[src/rtl/ppu_timing_if.sv]
// ppu_timing_if: register-side controls and timing outputs of the PPU dot/scanline generator
interface ppu_timing_if;
  logic       i_nmi_enable;
  logic       i_rendering_enabled;
  logic       i_status_read;
  logic [8:0] o_dot;
  logic [8:0] o_scanline;
  logic       o_vblank;
  logic       o_int_n;
  logic       o_visible;
  logic       o_frame_start;
  logic       o_odd_frame;
  modport master (
    output i_nmi_enable, i_rendering_enabled, i_status_read,
    input  o_dot, o_scanline, o_vblank, o_int_n, o_visible, o_frame_start, o_odd_frame
  );
  modport slave (
    input  i_nmi_enable, i_rendering_enabled, i_status_read,
    output o_dot, o_scanline, o_vblank, o_int_n, o_visible, o_frame_start, o_odd_frame
  );
endinterface

[src/rtl/ppu_timing.sv]
// ppu_timing: NES PPU dot/scanline counters, odd-frame skip, vblank flag and NMI generation
module ppu_timing #(
  parameter int H_DOTS         = 341,
  parameter int V_LINES        = 262,
  parameter int VBLANK_LINE    = 241,
  parameter int PRERENDER_LINE = 261
) (
  input logic          i_clk,
  input logic          i_reset,
  ppu_timing_if.slave  bus
);
  logic [8:0] dot_q, dot_d, scan_q, scan_d;
  logic       vbl_q, vbl_d, odd_q, odd_d, fs_q, fs_d;
  logic       skip, dot_wrap, frame_wrap, vbl_set, vbl_clr;
  always_comb begin
    skip       = scan_q == 9'(PRERENDER_LINE) && dot_q == 9'(H_DOTS - 2) && odd_q && bus.i_rendering_enabled;
    dot_wrap   = dot_q == 9'(H_DOTS - 1) || skip;
    frame_wrap = dot_wrap && (scan_q == 9'(V_LINES - 1) || skip);
    dot_d      = dot_wrap ? 9'd0 : dot_q + 9'd1;
    scan_d     = frame_wrap ? 9'd0 : dot_wrap ? scan_q + 9'd1 : scan_q;
    odd_d      = odd_q ^ frame_wrap;
    fs_d       = frame_wrap;
    vbl_set    = scan_q == 9'(VBLANK_LINE) && dot_q == 9'd0;
    // a status read in the set cycle wins, which is how the read/set race suppresses NMI
    vbl_clr    = (scan_q == 9'(PRERENDER_LINE) && dot_q == 9'd0) || bus.i_status_read;
    vbl_d      = vbl_clr ? 1'b0 : vbl_set ? 1'b1 : vbl_q;
  end
  always_ff @(posedge i_clk) begin
    if (i_reset) begin
      dot_q  <= '0;
      scan_q <= '0;
      vbl_q  <= 1'b0;
      odd_q  <= 1'b0;
      fs_q   <= 1'b0;
    end else begin
      dot_q  <= dot_d;
      scan_q <= scan_d;
      vbl_q  <= vbl_d;
      odd_q  <= odd_d;
      fs_q   <= fs_d;
    end
  end
  assign bus.o_dot         = dot_q;
  assign bus.o_scanline    = scan_q;
  assign bus.o_vblank      = vbl_q;
  assign bus.o_int_n       = ~(vbl_q & bus.i_nmi_enable);
  assign bus.o_visible     = scan_q < 9'd240 && dot_q >= 9'd1 && dot_q <= 9'd256;
  assign bus.o_frame_start = fs_q;
  assign bus.o_odd_frame   = odd_q;
endmodule

[src/flat_wrapper.sv]
// flat-port wrapper written by rule: the top's interface ports become plain ports
module ppu_timing_flat 
#(
  parameter int H_DOTS         = 341,
  parameter int V_LINES        = 262,
  parameter int VBLANK_LINE    = 241,
  parameter int PRERENDER_LINE = 261
)
  (i_clk, i_reset, bus_i_nmi_enable, bus_i_rendering_enabled, bus_i_status_read, bus_o_dot, bus_o_scanline, bus_o_vblank, bus_o_int_n, bus_o_visible, bus_o_frame_start, bus_o_odd_frame);
  ppu_timing_if bus_i ();
  input logic i_clk;
  input logic i_reset;
  input wire logic [$bits(bus_i.i_nmi_enable)-1:0] bus_i_nmi_enable;
  input wire logic [$bits(bus_i.i_rendering_enabled)-1:0] bus_i_rendering_enabled;
  input wire logic [$bits(bus_i.i_status_read)-1:0] bus_i_status_read;
  output wire logic [$bits(bus_i.o_dot)-1:0] bus_o_dot;
  output wire logic [$bits(bus_i.o_scanline)-1:0] bus_o_scanline;
  output wire logic [$bits(bus_i.o_vblank)-1:0] bus_o_vblank;
  output wire logic [$bits(bus_i.o_int_n)-1:0] bus_o_int_n;
  output wire logic [$bits(bus_i.o_visible)-1:0] bus_o_visible;
  output wire logic [$bits(bus_i.o_frame_start)-1:0] bus_o_frame_start;
  output wire logic [$bits(bus_i.o_odd_frame)-1:0] bus_o_odd_frame;
  assign bus_i.i_nmi_enable = bus_i_nmi_enable;
  assign bus_i.i_rendering_enabled = bus_i_rendering_enabled;
  assign bus_i.i_status_read = bus_i_status_read;
  assign bus_o_dot = bus_i.o_dot;
  assign bus_o_scanline = bus_i.o_scanline;
  assign bus_o_vblank = bus_i.o_vblank;
  assign bus_o_int_n = bus_i.o_int_n;
  assign bus_o_visible = bus_i.o_visible;
  assign bus_o_frame_start = bus_i.o_frame_start;
  assign bus_o_odd_frame = bus_i.o_odd_frame;
  ppu_timing #(.H_DOTS(H_DOTS), .V_LINES(V_LINES), .VBLANK_LINE(VBLANK_LINE), .PRERENDER_LINE(PRERENDER_LINE)) u_core (.i_clk(i_clk), .i_reset(i_reset), .bus(bus_i));
endmodule
[config.mk]
export PLATFORM = sky130hd
export DESIGN_NAME = ppu_timing_flat
export DESIGN_NICKNAME = d
export VERILOG_FILES = /design/src/rtl/ppu_timing_if.sv /design/src/rtl/ppu_timing.sv /design/src/flat_wrapper.sv
export SDC_FILE = /design/constraint.sdc
export NUM_CORES = 1
export LEC_CHECK = 0
export ABC_AREA = 1
export BUFFER_PORTS_ARGS = -buffer_cell sky130_fd_sc_hd__buf_2
export CAP_MARGIN = 30
export CORE_ASPECT_RATIO = 1.1
export CORE_MARGIN = 1.5
export CORE_UTILIZATION = 35
export DETAILED_ROUTE_END_ITERATION = 16
export GPL_TIMING_DRIVEN = 0
export PLACE_DENSITY_LB_ADDON = 0.25
export SLEW_MARGIN = 0
export SYNTH_ARGS = -nofsm -noshare
export SYNTH_HDL_FRONTEND = slang
export SYNTH_SLANG_ARGS = --single-unit
[constraint.sdc]
create_clock -name i_clk -period 1.4 [get_ports i_clk]
set_input_delay 0.35 -clock i_clk [delete_from_list [all_inputs] [get_ports i_clk]]
set_output_delay 0.35 -clock i_clk [all_outputs]
set_load 0.03 [all_outputs]
Word level (Yosys, flattened, before mapping)

Index checks and enable logic that the tools add are counted.

Latch bits: 0
Memories: 0
Register bits after elaboration: 21
Output and inout port bits: 23
Memory bits (read-only): 0
Word-level logic and storage cells: 32
Memory bits (writable): 0
Input port bits: 5

Multipliers: 0
Multiplexer cells: 0
Bitwise logic cells: 3
Divide/modulo/power cells: 0
Add/sub/neg operators: 2
Magnitude comparators: 3
Eq/ne operators: 4
Shift operators: 0
Reduce and logical (&&, ||, !) cells: 15

Operators with widths:

| cell                                                                          | count |
|---|---|
| 9-bit == test (second input constant)                                         | 3 |
| 9-bit by 1-bit adder with 9-bit output (second input constant)                | 2 |
| 9-bit by 8-bit == test with 1-bit output (second input constant)              | 1 |
| 9-bit by 1-bit >= comparator with 1-bit output (second input constant)        | 1 |
| 9-bit <= comparator (second input constant)                                   | 1 |
| 9-bit zero test                                                               | 1 |
| 9-bit by 8-bit less-than comparator with 1-bit output (second input constant) | 1 |
| 1-bit logical AND                                                             | 8 |
| 2-bit OR reduction                                                            | 3 |
| 1-bit logical OR                                                              | 3 |
| 1-bit bitwise AND                                                             | 1 |
| 1-bit NOT                                                                     | 1 |
| 1-bit bitwise XOR                                                             | 1 |

Depth between registers and ports, before layout

Gate-level depths: netlist (run 1).

Depth after elaboration: 7
Gate-level depth with buffers: 12

Worst setup path before layout (run 1)

Ideal clock, no wire load.

Path type: reg2out
Start: register u_core.dot_q[0] (netlist: u_core.bus.o_dot[0])
End: output bus_o_visible
Stages on the path, launching flop included: 7
Slack: -0.898 ns
Data arrival time: 1.948 ns
Cells stage by stage: dfxtp_1 > inv_1 > ha_1 > nand2_1 > nor2_1 > nor2_1 > nor4_1

Longest elaborated chain between the ends: 3
Elaborated cells on any way between the ends: 4
Classes of those cells: 2 x order compare; 2 x reduce/logical

RTL lines:

| element                                        | line               | RTL |
|---|---|---|
| start, declared                                | ppu_timing.sv:12   | `logic [8:0] dot_q, dot_d, scan_q, scan_d;` |
| start signal, assigned                         | ppu_timing.sv:36   | `dot_q <= dot_d;` |
| 9-bit by 1-bit >= comparator with 1-bit output | ppu_timing.sv:47   | `assign bus.o_visible = scan_q < 9'd240 && dot_q >= 9'd1 && dot_q <= 9'd256;` |
| 1-bit logical AND                              | ppu_timing.sv:47   |  |
| 1-bit logical AND *                            | ppu_timing.sv:47   |  |
| end, declared                                  | flat_wrapper.sv:20 | `output wire logic [$bits(bus_i.o_visible)-1:0] bus_o_visible;` |

Mark *: on every way between the ends. The rest lies on a longest branch, timed or not.

Worst setup path after layout (run 1)

Start: register u_core.dot_q[2] (netlist: u_core.bus.o_dot[2])
End: output bus_o_visible

The elaborated chain is that of the path after synthesis.

==> flow_metrics.py, run 1 <==
metrics = {
    "floorplanning": {
        "die_x_um": 61.8,
        "ios": 28,
        "start_util_pct": 36.4,
        "core_area_mm2": 0.00365,
        "rows": 23,
        "die_h_um": 67.7,
        "dieArea_mm2": 0.00418,
    },
    "layout": {
        "diodes": 0,
        "fill_cells": 388,
        "final_core_util_pct": 52.7,
        "seq_area_um2": 457,
        "multi_input_area_um2": 957,
        "fin_nets": 254,
        "drive_above_1_share_pct": 43.2,
        "area_growth_pct": 44.7,
        "final_cell_area_mm2": 0.00192,
    },
    "pwr": {
        "peakVddDrop_mv": 0.269,
        "p_sw_share_pct": 27.1,
        "switchingPower_uw": 321,
        "p_leak_uw": 0.000906,
        "seq_power_share_pct": 51.0,
        "p_int_uw": 865,
        "power_frac_comb_pct": 14.0,
        "clockPowerShare_pct": 35.0,
        "powerDensity_mw_per_mm2": 617,
    },
    "clock_tree": {
        "clock_path_buffers": 2,
        "clkTransAtPathRegs_ns": 0.08,
        "cts_max_level": 1,
        "root_buffer": "clkbuf_8",
        "cts_hold_buf": 0,
        "tritoncts": "yes",
        "cts_made_buffers": 3,
        "clock_sinks": 21,
        "insertion_delay_ns": 0.26,
    },
    "logic_synthesis": {
        "synth_compound_area_share_pct": 2.35,
        "syn_area_mm2": 0.00133,
        "synth_fa_ha_area_share_pct": 4.70,
        "synth-seq-area-share_pct": 31.6,
        "yosys_warnings": 0,
        "synth_xor_area_share_pct": 3.29,
        "syn-mean-instance-area_um2": 6.65,
        "yosys.area_share.simple_pct": 46.9,
        "synth_top_family_by_area": "simple AND/OR/NAND/NOR gates",
        "synthCells": 200,
        "yosysUniqueCellTypes": 29,
        "synth-seq-cells": 21,
        "syn_nets": 210,
        "synthMuxAreaShare_pct": 0,
    },
    "setup_path": {
        "endpoint": "bus_o_visible",
        "critPathCaptureType": "primary output",
        "crit_path_max_fanout": 8,
        "crit_path_start_kind": "register",
        "r2r_start": "u_core.bus.o_scanline[1]",
        "r2r_end": "u_core.bus.o_scanline[3]",
        "reg2reg_slack_ns": -0.18,
        "cp.required_ns": 1.05,
        "critPathLaunch": "u_core.bus.o_dot[2]",
        "critPathKind": "register to primary output",
        "critPathArrivalTime_ns": 1.46,
        "reg2reg_depth": 13,
    },
    "grt": {
        "antenna_found_initial": 0,
        "grt_pass1_wl_um": 5780,
        "track_usage_pct": 18.3,
        "grt_max_degree": 13,
        "grt_pass1_vias": 1311,
        "grt-ovfl-total": 0,
    },
    "route": {
        "drcViolationCount": 0,
        "dr_total_vias": 1399,
        "routed_via_density": 4.77,
        "ant_nets": 0,
        "drtPass1Iterations": 4,
        "wl_per_cell_um": 11.7,
        "wl_um": 3420,
        "drt_iter0_drc": 49,
    },
    "flow_run": {
        "cap_violations": 0,
    },
    "sta": {
        "fmax_ghz": 0.552,
        "fin_skew_ns": 0.00321,
        "hold_viol": 0,
        "slew_violations": 0,
        "finalCritPeriodShare_pct": 129,
        "rsz0062_at_grt": "true",
        "worstMarginPinSlew_ns": 0.398,
        "fin_ws_ns": -0.410,
        "setup_viol": 21,
        "whs_ns": 0.272,
        "layout_min_cycle_time_ns": 1.81,
        "slew_headroom_pct": 73.5,
    },
    "place": {
        "place.gp.congestion": 0.860,
        "pre_cts_slack_ns": -0.203,
        "placed_area_mm2": 0.00168,
        "io_buffer_count": 27,
        "hpwlAfterDp_um": 2150,
    },
    "status": {
        "violations": "setup timing",
        "status": "finished, violations left",
    },
    "min_path": {
        "hold_path_class": "input port to register",
    },
}
## what timing repair did
action	4_1_cts	5_1_grt
pin swaps	6	3
endpoints found under the setup margin	21	22
setup buffers	7	1
cloned	4	0
gates resized for setup	14	8
## how the worst min path moves through the flow
stage	to	cells after the start	start
finish	u_core.bus.o_frame_start	2	i_reset
global route	u_core.bus.o_frame_start	2	i_reset
CTS	u_core.bus.o_frame_start	2	i_reset
floorplan	u_core.bus.o_frame_start	1	i_reset
global placement	u_core.bus.o_vblank	2	u_core.bus.o_vblank
detailed placement	u_core.bus.o_dot[4]	2	u_core.bus.o_dot[4]
## registers in the layout, summed over array words and instances, names as in the netlist
name                      count
u_core.bus.o_vblank           1
u_core.bus.o_dot              9
u_core.bus.o_scanline         9
u_core.bus.o_odd_frame        1
u_core.bus.o_frame_start      1
## cells in the final DEF, fill, tap and decap left out, types with 2 or more instances in the layout
cell / instances
nand2_4: 5
nand3_2: 10
dfxtp_1: 6
clkbuf_8: 3
nor3_2: 2
buf_6: 4
buf_2: 25
inv_4: 2
a21oi_1: 4
dfxtp_4: 7
nand2_2: 5
nor2_4: 3
inv_1: 26
buf_4: 8
nand3_1: 19
nand2_1: 40
nand3_4: 3
inv_2: 4
nor3_1: 4
dfxtp_2: 8
ha_4: 4
nor2_2: 5
xor2_1: 4
nand3b_1: 2
nand4_1: 4
nor2_1: 24
## worst max-delay path: stages (launching register included)
cell and delay (ns):
dfxtp_2 0.37, nor2_1 0.17, nand2_2 0.09, nor2_4 0.12, nor2_2 0.06, nor4_4 0.17, buf_4 0.21
## power groups by stage
| stage | registers [uW] | logic [uW] | clock network, uW |
|---|---|---|---|
| final | 606 | 166 | 415 |
| after global routing | 608 | 181 | 452 |
| after CTS | 606 | 166 | 424 |
| after detailed placement | 625 | 124 | 0 |
| after global placement | 625 | 122 | 0 |
| after floorplan | 637 | 77.9 | 0 |
## layer usage
layer / GRT usage, % / share of wire (%) / vias up
met4: 8.24 / 1.8 / 0
met5: 0 / 0 / -
li1: - / - / 721
met3: 2.11 / 4.5 / 6
met1: 25.0 / 47 / 633
met2: 28.4 / 46 / 39
## synthesized netlist by cell type
cell      number  area [um^2]
nand2_2        2         12.5
buf_6          1         11.3
nand2_1       44          165
inv_1         31          116
nor2_1        30          113
nand3b_1       2         15.0
nand4_2        1         12.5
a21oi_1        4         20.0
buf_4          1         7.51
clkinv_1       1         3.75
nor2_2         1         6.26
nor2_4         1         11.3
o21ai_0        1         5.00
nand4_1        4         25.0
nand3_1       25          125
dfxtp_1       21          420
nand3_4        1         17.5
buf_2          1         5.00
nor3_1         6         30.0
xnor2_1        1         8.76
nand2_4        2         22.5
nor4_1         1         6.26
a31oi_1        1         6.26
xor2_1         4         35.0
nand3_2        5         50.1
ha_1           5         62.6
or2_1          1         6.26
or2_2          1         6.26
inv_2          1         3.75
## kinds of logic after synthesis
| kind of cell | count (synthesis) |
|---|---|
| simple gates | 127 |
| buf+inv | 36 |
| flops | 21 |
| compound gates | 6 |
| xor+xnor | 5 |
| fa+ha+maj | 5 |
## cell type report
cell class	instances	share of cell area, %
Inverter	33	6.70
Sequential cell	21	23.7
Timing Repair Buffer	36	12.6
Multi-Input combinational cell	146	49.7
Buffer	3	1.56
Clock inverter	1	0.260
Tap cell	50	3.25
Clock buffer	3	2.15
## per-stage QoR
step,TNS [ns],instances,power [uW]
after floorplan,-1.14,200,715
after global placement,-2.41,277,746
after detailed placement,-2.91,277,749
after CTS,-3.50,292,1200
after global routing,-5.19,293,1240
final,-3.16,293,1190
(Power assumes the default switching activity.)
==> run 2: changes to the inputs <==
- CORE_UTILIZATION: 35 -> 48
==> flow_metrics.py, run 2 (synthesized netlist as in run 1, its figures left out) <==
metrics = {
    "flow_run": {
        "cap_violations": 0,
    },
    "status": {
        "status": "finished, violations left",
        "violations": "setup timing",
    },
    "place": {
        "io_buffer_count": 27,
        "placed_area_mm2": 0.00166,
        "place.gp.congestion": 0.837,
        "hpwlAfterDp_um": 2100,
    },
    "sta": {
        "rsz0062_at_grt": "true",
        "finalCritPeriodShare_pct": 132,
        "hold_viol": 0,
        "fin_skew_ns": 0.00602,
        "slew_violations": 0,
        "fin_ws_ns": -0.448,
        "fmax_ghz": 0.541,
        "slew_headroom_pct": 68.0,
        "setup_viol": 23,
        "layout_min_cycle_time_ns": 1.85,
        "worstMarginPinSlew_ns": 0.479,
    },
    "route": {
        "wl_um": 3700,
        "ant_nets": 0,
        "routed_via_density": 5.19,
        "drt_iter0_drc": 56,
        "drtPass1Iterations": 4,
        "wl_per_cell_um": 13.4,
        "dr_total_vias": 1428,
        "drcViolationCount": 0,
    },
    "layout": {
        "diodes": 0,
        "drive_above_1_share_pct": 51.2,
        "final_core_util_pct": 76.9,
        "layout_commonest_cell": "nand2_1",
        "fin_nets": 255,
        "final_cell_area_mm2": 0.00197,
        "area_growth_pct": 48.4,
        "layout_common_cells": "37 x nand2_1, 24 x buf_2, 23 x inv_1",
    },
    "setup_path": {
        "slowest_stage": "dfxtp_4",
        "cp.required_ns": 1.05,
        "critPathArrivalTime_ns": 1.50,
        "crit_path_max_fanout": 3,
        "crit_path_start_kind": "register",
        "cpPeakStageDelay_ns": 0.37,
        "critPathCaptureType": "primary output",
        "critPathKind": "register to primary output",
        "cp_cell_sequence": "inv_4 > ha_4 > nand2_2 > nor2_4 > nor2_2 > nor4_4 > buf_6",
    },
    "floorplanning": {
        "start_util_pct": 51.8,
        "ios": 28,
        "die_x_um": 53.2,
        "dieArea_mm2": 0.00310,
        "rows": 19,
        "die_h_um": 58.2,
        "core_area_mm2": 0.00257,
    },
    "clock_tree": {
        "root_buffer": "clkbuf_4",
        "cts_made_buffers": 3,
        "cts_hold_buf": 0,
        "cts_max_level": 1,
        "tritoncts": "yes",
        "clock_path_buffers": 2,
        "insertion_delay_ns": 0.31,
        "clock_sinks": 21,
        "clkTransAtPathRegs_ns": 0.12,
    },
    "pwr": {
        "powerDensity_mw_per_mm2": 555,
        "p_leak_uw": 0.000923,
        "peakVddDrop_mv": 0.536,
    },
    "grt": {
        "grt_pass1_wl_um": 5290,
        "grt-ovfl-total": 0,
        "track_usage_pct": 22.8,
        "antenna_found_initial": 0,
        "grt_max_degree": 12,
        "grt_pass1_vias": 1191,
    },
    "min_path": {
        "hold_path_class": "input port to register",
    },
}
## run 2: cell count changes in the layout (fill, tap and decap cells not counted), sizes merged
cell,change
clkbuf,+3
nand2,-1
clkinv,-1
## run 2: timing repair
action,in CTS,in global routing
buffers inserted,4,6
gates cloned,2,1
pin swaps,3,11
gates resized for setup,10,40
endpoints found under the setup margin,21,27
## run 2: layout make-up
cell class | count | area [um^2]
buffer | 3 | 38.8
timing repair buffer | 38 | 265
inverter | 33 | 131
sequential | 21 | 460
multi-input combinational | 145 | 1010
fill | 196 | 594
clock buffer | 4 | 26.3
tap | 31 | 38.8
## run 2: final timing paths
check                                           endpoint  cells past startpoint              startpoint  slack (ns)
worst max-delay path                       bus_o_visible                      7     u_core.bus.o_dot[1]       -0.45
worst min-delay path            u_core.bus.o_frame_start                      2                 i_reset        0.20
worst max register to register  u_core.bus.o_scanline[7]                     11     u_core.bus.o_dot[0]       -0.20
worst min register to register    u_core.bus.o_odd_frame                      2  u_core.bus.o_odd_frame        0.52
## run 2: power by group
part / switching [uW] / internal, uW / total [uW]
clock network: 199 / 111 / 311
registers: 11.8 / 595 / 607
logic: 103 / 73.5 / 177
## run 2: per-stage QoR
stage	hold slack (ns)	setup WS, ns	cells	TNS [ns]	power (uW)
final	0.205	-0.448	275	-3.78	1090
after global routing	0.201	-0.524	275	-5.77	1140
after CTS	0.210	-0.445	268	-2.97	1070
after detailed placement	0.491	-0.219	258	-2.42	747
after global placement	0.481	-0.217	258	-2.06	746
after floorplan	0.422	-0.114	200	-1.14	715
## run 2: critical path, delay by kind of cell (launching register included)
family	cells	cell delay (ns)
AND/OR/NAND/NOR	4	0.43
flip-flops	1	0.37
buffers and inverters	2	0.24
adder cells (fa/ha/maj)	1	0.14
## run 2: per-layer routing
metal / share of wire [%] / track usage (%) / vias to the layer above
met5: 0 / 0 / -
met4: 1.1 / 8.06 / 0
met3: 7.6 / 3.35 / 6
met2: 50 / 36.8 / 52
met1: 41 / 30.6 / 648
li1: - / - / 722
==> run 3: changes to the inputs <==
- ABC_AREA: 1 -> 0
- CORE_MARGIN: 1.5 -> 5
==> flow_metrics.py, run 3 <==
metrics = {
    "status": {
        "status": "finished, violations left",
        "violations": "setup timing",
    },
    "setup_path": {
        "cp.required_ns": 1.05,
        "r2r_start": "u_core.bus.o_dot[1]",
        "reg2reg_depth": 9,
        "critPathKind": "register to primary output",
        "critPathLaunch": "u_core.bus.o_dot[6]",
        "crit_path_max_fanout": 2,
        "critPathArrivalTime_ns": 1.66,
        "r2r_end": "u_core.bus.o_dot[5]",
        "reg2reg_slack_ns": -0.43,
        "crit_path_start_kind": "register",
        "critPathCaptureType": "primary output",
        "endpoint": "bus_o_visible",
    },
    "logic_synthesis": {
        "synth-seq-cells": 21,
        "syn_nets": 155,
        "syn_area_mm2": 0.00129,
        "synthCells": 145,
        "synth_most_common_cell": "dfxtp_1",
        "synth-seq-area-share_pct": 32.6,
        "syn-mean-instance-area_um2": 8.89,
        "synthMuxAreaShare_pct": 5.44,
        "synth_top_area_share_pct": 32.6,
        "synth_edf_count": 0,
        "synth_compound_area_share_pct": 14.4,
        "yosysUniqueCellTypes": 43,
        "ys_dominant_reg_cell": "dfxtp_1",
        "synth_top_family_by_area": "simple AND/OR/NAND/NOR gates",
        "synth_area_leaders": "dfxtp_1 33%, mux2i_1 5.4%, ha_1 4.9%",
        "yosys_warnings": 0,
        "synth_top_area_cell": "dfxtp_1",
        "synth_fa_ha_area_share_pct": 4.85,
        "ys_async_sr_fraction_pct": 0,
        "yosys.area_share.simple_pct": 32.9,
        "synth_xor_area_share_pct": 4.76,
        "synth_common_cells": "21 x dfxtp_1, 11 x o21ai_0, 10 x nor3_1, 8 x nor2_1",
    },
    "route": {
        "dr_total_vias": 1355,
        "ant_nets": 0,
        "drtPass1Iterations": 4,
        "drcViolationCount": 0,
        "wl_per_cell_um": 18.0,
        "routed_via_density": 6.05,
        "drt_iter0_drc": 80,
        "wl_um": 4030,
    },
    "floorplanning": {
        "core_area_mm2": 0.00254,
        "die_x_um": 59.4,
        "rows": 19,
        "start_util_pct": 50.7,
        "ios": 28,
        "die_h_um": 64.3,
        "dieArea_mm2": 0.00382,
    },
    "grt": {
        "track_usage_pct": 21.0,
        "antenna_found_initial": 0,
        "grt-ovfl-total": 0,
        "grt_pass1_vias": 1300,
        "grt_max_degree": 12,
        "grt_pass1_wl_um": 6180,
    },
    "pwr": {
        "p_int_uw": 802,
        "p_sw_share_pct": 28.2,
        "switchingPower_uw": 314,
        "clockPowerShare_pct": 28.1,
        "seq_power_share_pct": 53.9,
        "powerDensity_mw_per_mm2": 568,
        "peakVddDrop_mv": 0.666,
        "p_leak_uw": 0.000758,
        "power_frac_comb_pct": 18.0,
    },
    "clock_tree": {
        "insertion_delay_ns": 0.32,
        "root_buffer": "clkbuf_4",
        "clock_sinks": 21,
        "clock_path_buffers": 2,
        "clkTransAtPathRegs_ns": 0.12,
        "cts_max_level": 1,
        "tritoncts": "yes",
        "cts_hold_buf": 0,
        "cts_made_buffers": 3,
    },
    "layout": {
        "layout_common_cells": "24 x buf_2, 12 x buf_4, 11 x dfxtp_2",
        "drive_above_1_share_pct": 56.5,
        "fin_cells": 224,
        "fin_nets": 204,
        "area_growth_pct": 52.4,
        "diodes": 0,
        "layout_commonest_cell": "buf_2",
    },
    "sta": {
        "worstMarginPinSlew_ns": 0.699,
        "layout_min_cycle_time_ns": 2.01,
        "rsz0062_at_grt": "true",
        "slew_headroom_pct": 53.4,
        "setup_viol": 22,
        "fin_ws_ns": -0.612,
        "hold_viol": 0,
        "fmax_ghz": 0.497,
        "slew_violations": 0,
        "whs_ns": 0.177,
        "fin_skew_ns": 0.00665,
        "finalCritPeriodShare_pct": 144,
    },
    "place": {
        "pre_cts_slack_ns": -0.384,
        "hpwlAfterDp_um": 2380,
        "place.gp.congestion": 0.787,
        "dp_cells": 202,
        "io_buffer_count": 26,
    },
    "flow_run": {
        "cap_violations": 0,
    },
    "min_path": {
        "hold_path_class": "input port to register",
    },
}
==> run 3: cell types whose count changed in the layout (fill, tap and decap cells not counted), moves of 5 or more <==
cell / change
nand2_2: -7
mux2i_1: +7
nand3_2: -9
inv_2: -6
nand2_4: -5
buf_4: +5
nand3_1: -13
nand2_1: -30
inv_1: -20
nor2_1: -11
nor3_2: +6
o21ai_1: +5
nor2_2: -10
==> run 3: critical path: stages, from the launching register on <==
cell and delay (ns):
dfxtp_4 0.38, nor4_4 0.30, nand3_2 0.15, a2111oi_4 0.30
buf_4 0.21
==> run 3: power groups by stage <==
stage	sequential, uW	clock [uW]	combinational (uW)
2_1_floorplan	640	0	82.9
3_5_place_dp	628	0	129
3_3_place_gp	628	0	126
5_1_grt	603	337	218
6_report	601	313	201
4_1_cts	605	309	175
==> run 3: final cells by class <==
class                      count  area, um^2
tap                           31        38.8
sequential                    21         460
buffer                         9        70.1
inverter                       4        17.5
clock buffer                   4        26.3
multi-input combinational    111        1030
fill                         164         579
timing repair buffer          44         325
==> run 3: metal layers <==
metal,up-vias,GRT usage (%),wire (um)
met3,9,3.42,174
met1,667,22.9,1520
li1,633,-,-
met5,-,0,0
met2,46,38.7,2270
met4,0,8.78,70
==> run 3: through the flow <==
| stage | total power, uW | util [%] | cell area, um^2 | TNS, ns |
|---|---|---|---|---|
| floorplan | 723 | - | 1420 | -2.99 |
| global placement | 754 | 62.3 | 1590 | -4.65 |
| detailed placement | 758 | 62.3 | 1590 | -5.57 |
| CTS | 1090 | 72.5 | 1840 | -6.41 |
| global route | 1160 | 77.2 | 1960 | -9.46 |
| finish | 1120 | 77.2 | 1960 | -7.52 |
==> run 3: how the worst min path moves through the flow <==
stage | endpoint | startpoint | depth (start not counted)
after floorplan | u_core.bus.o_vblank | bus_i_status_read | 1
after global placement | u_core.bus.o_scanline[6] | u_core.bus.o_scanline[6] | 2
after detailed placement | u_core.bus.o_dot[0] | u_core.bus.o_dot[0] | 1
after CTS | u_core.bus.o_vblank | bus_i_status_read | 2
after global routing | u_core.bus.o_vblank | bus_i_status_read | 2
final | u_core.bus.o_vblank | bus_i_status_read | 2
==> run 3: cell families (layout without fill, tap and decap cells) <==
family                   count (synthesis)  count (layout)
AO/OA/AOI/OAI                           27              27
multiplexers                             7               7
flip-flops                              21              21
AND/OR/NAND/NOR                         65              65
XOR/XNOR                                 7               7
adder cells (fa/ha/maj)                  5               5
buffers and inverters                   13              61
==> run 3: what timing repair did <==
item | in CTS | in global routing
buffers inserted | 12 | 6
resized for setup | 19 | 29
gates cloned | 2 | 1
setup endpoints to repair | 22 | 25
pin swaps | 7 | 9
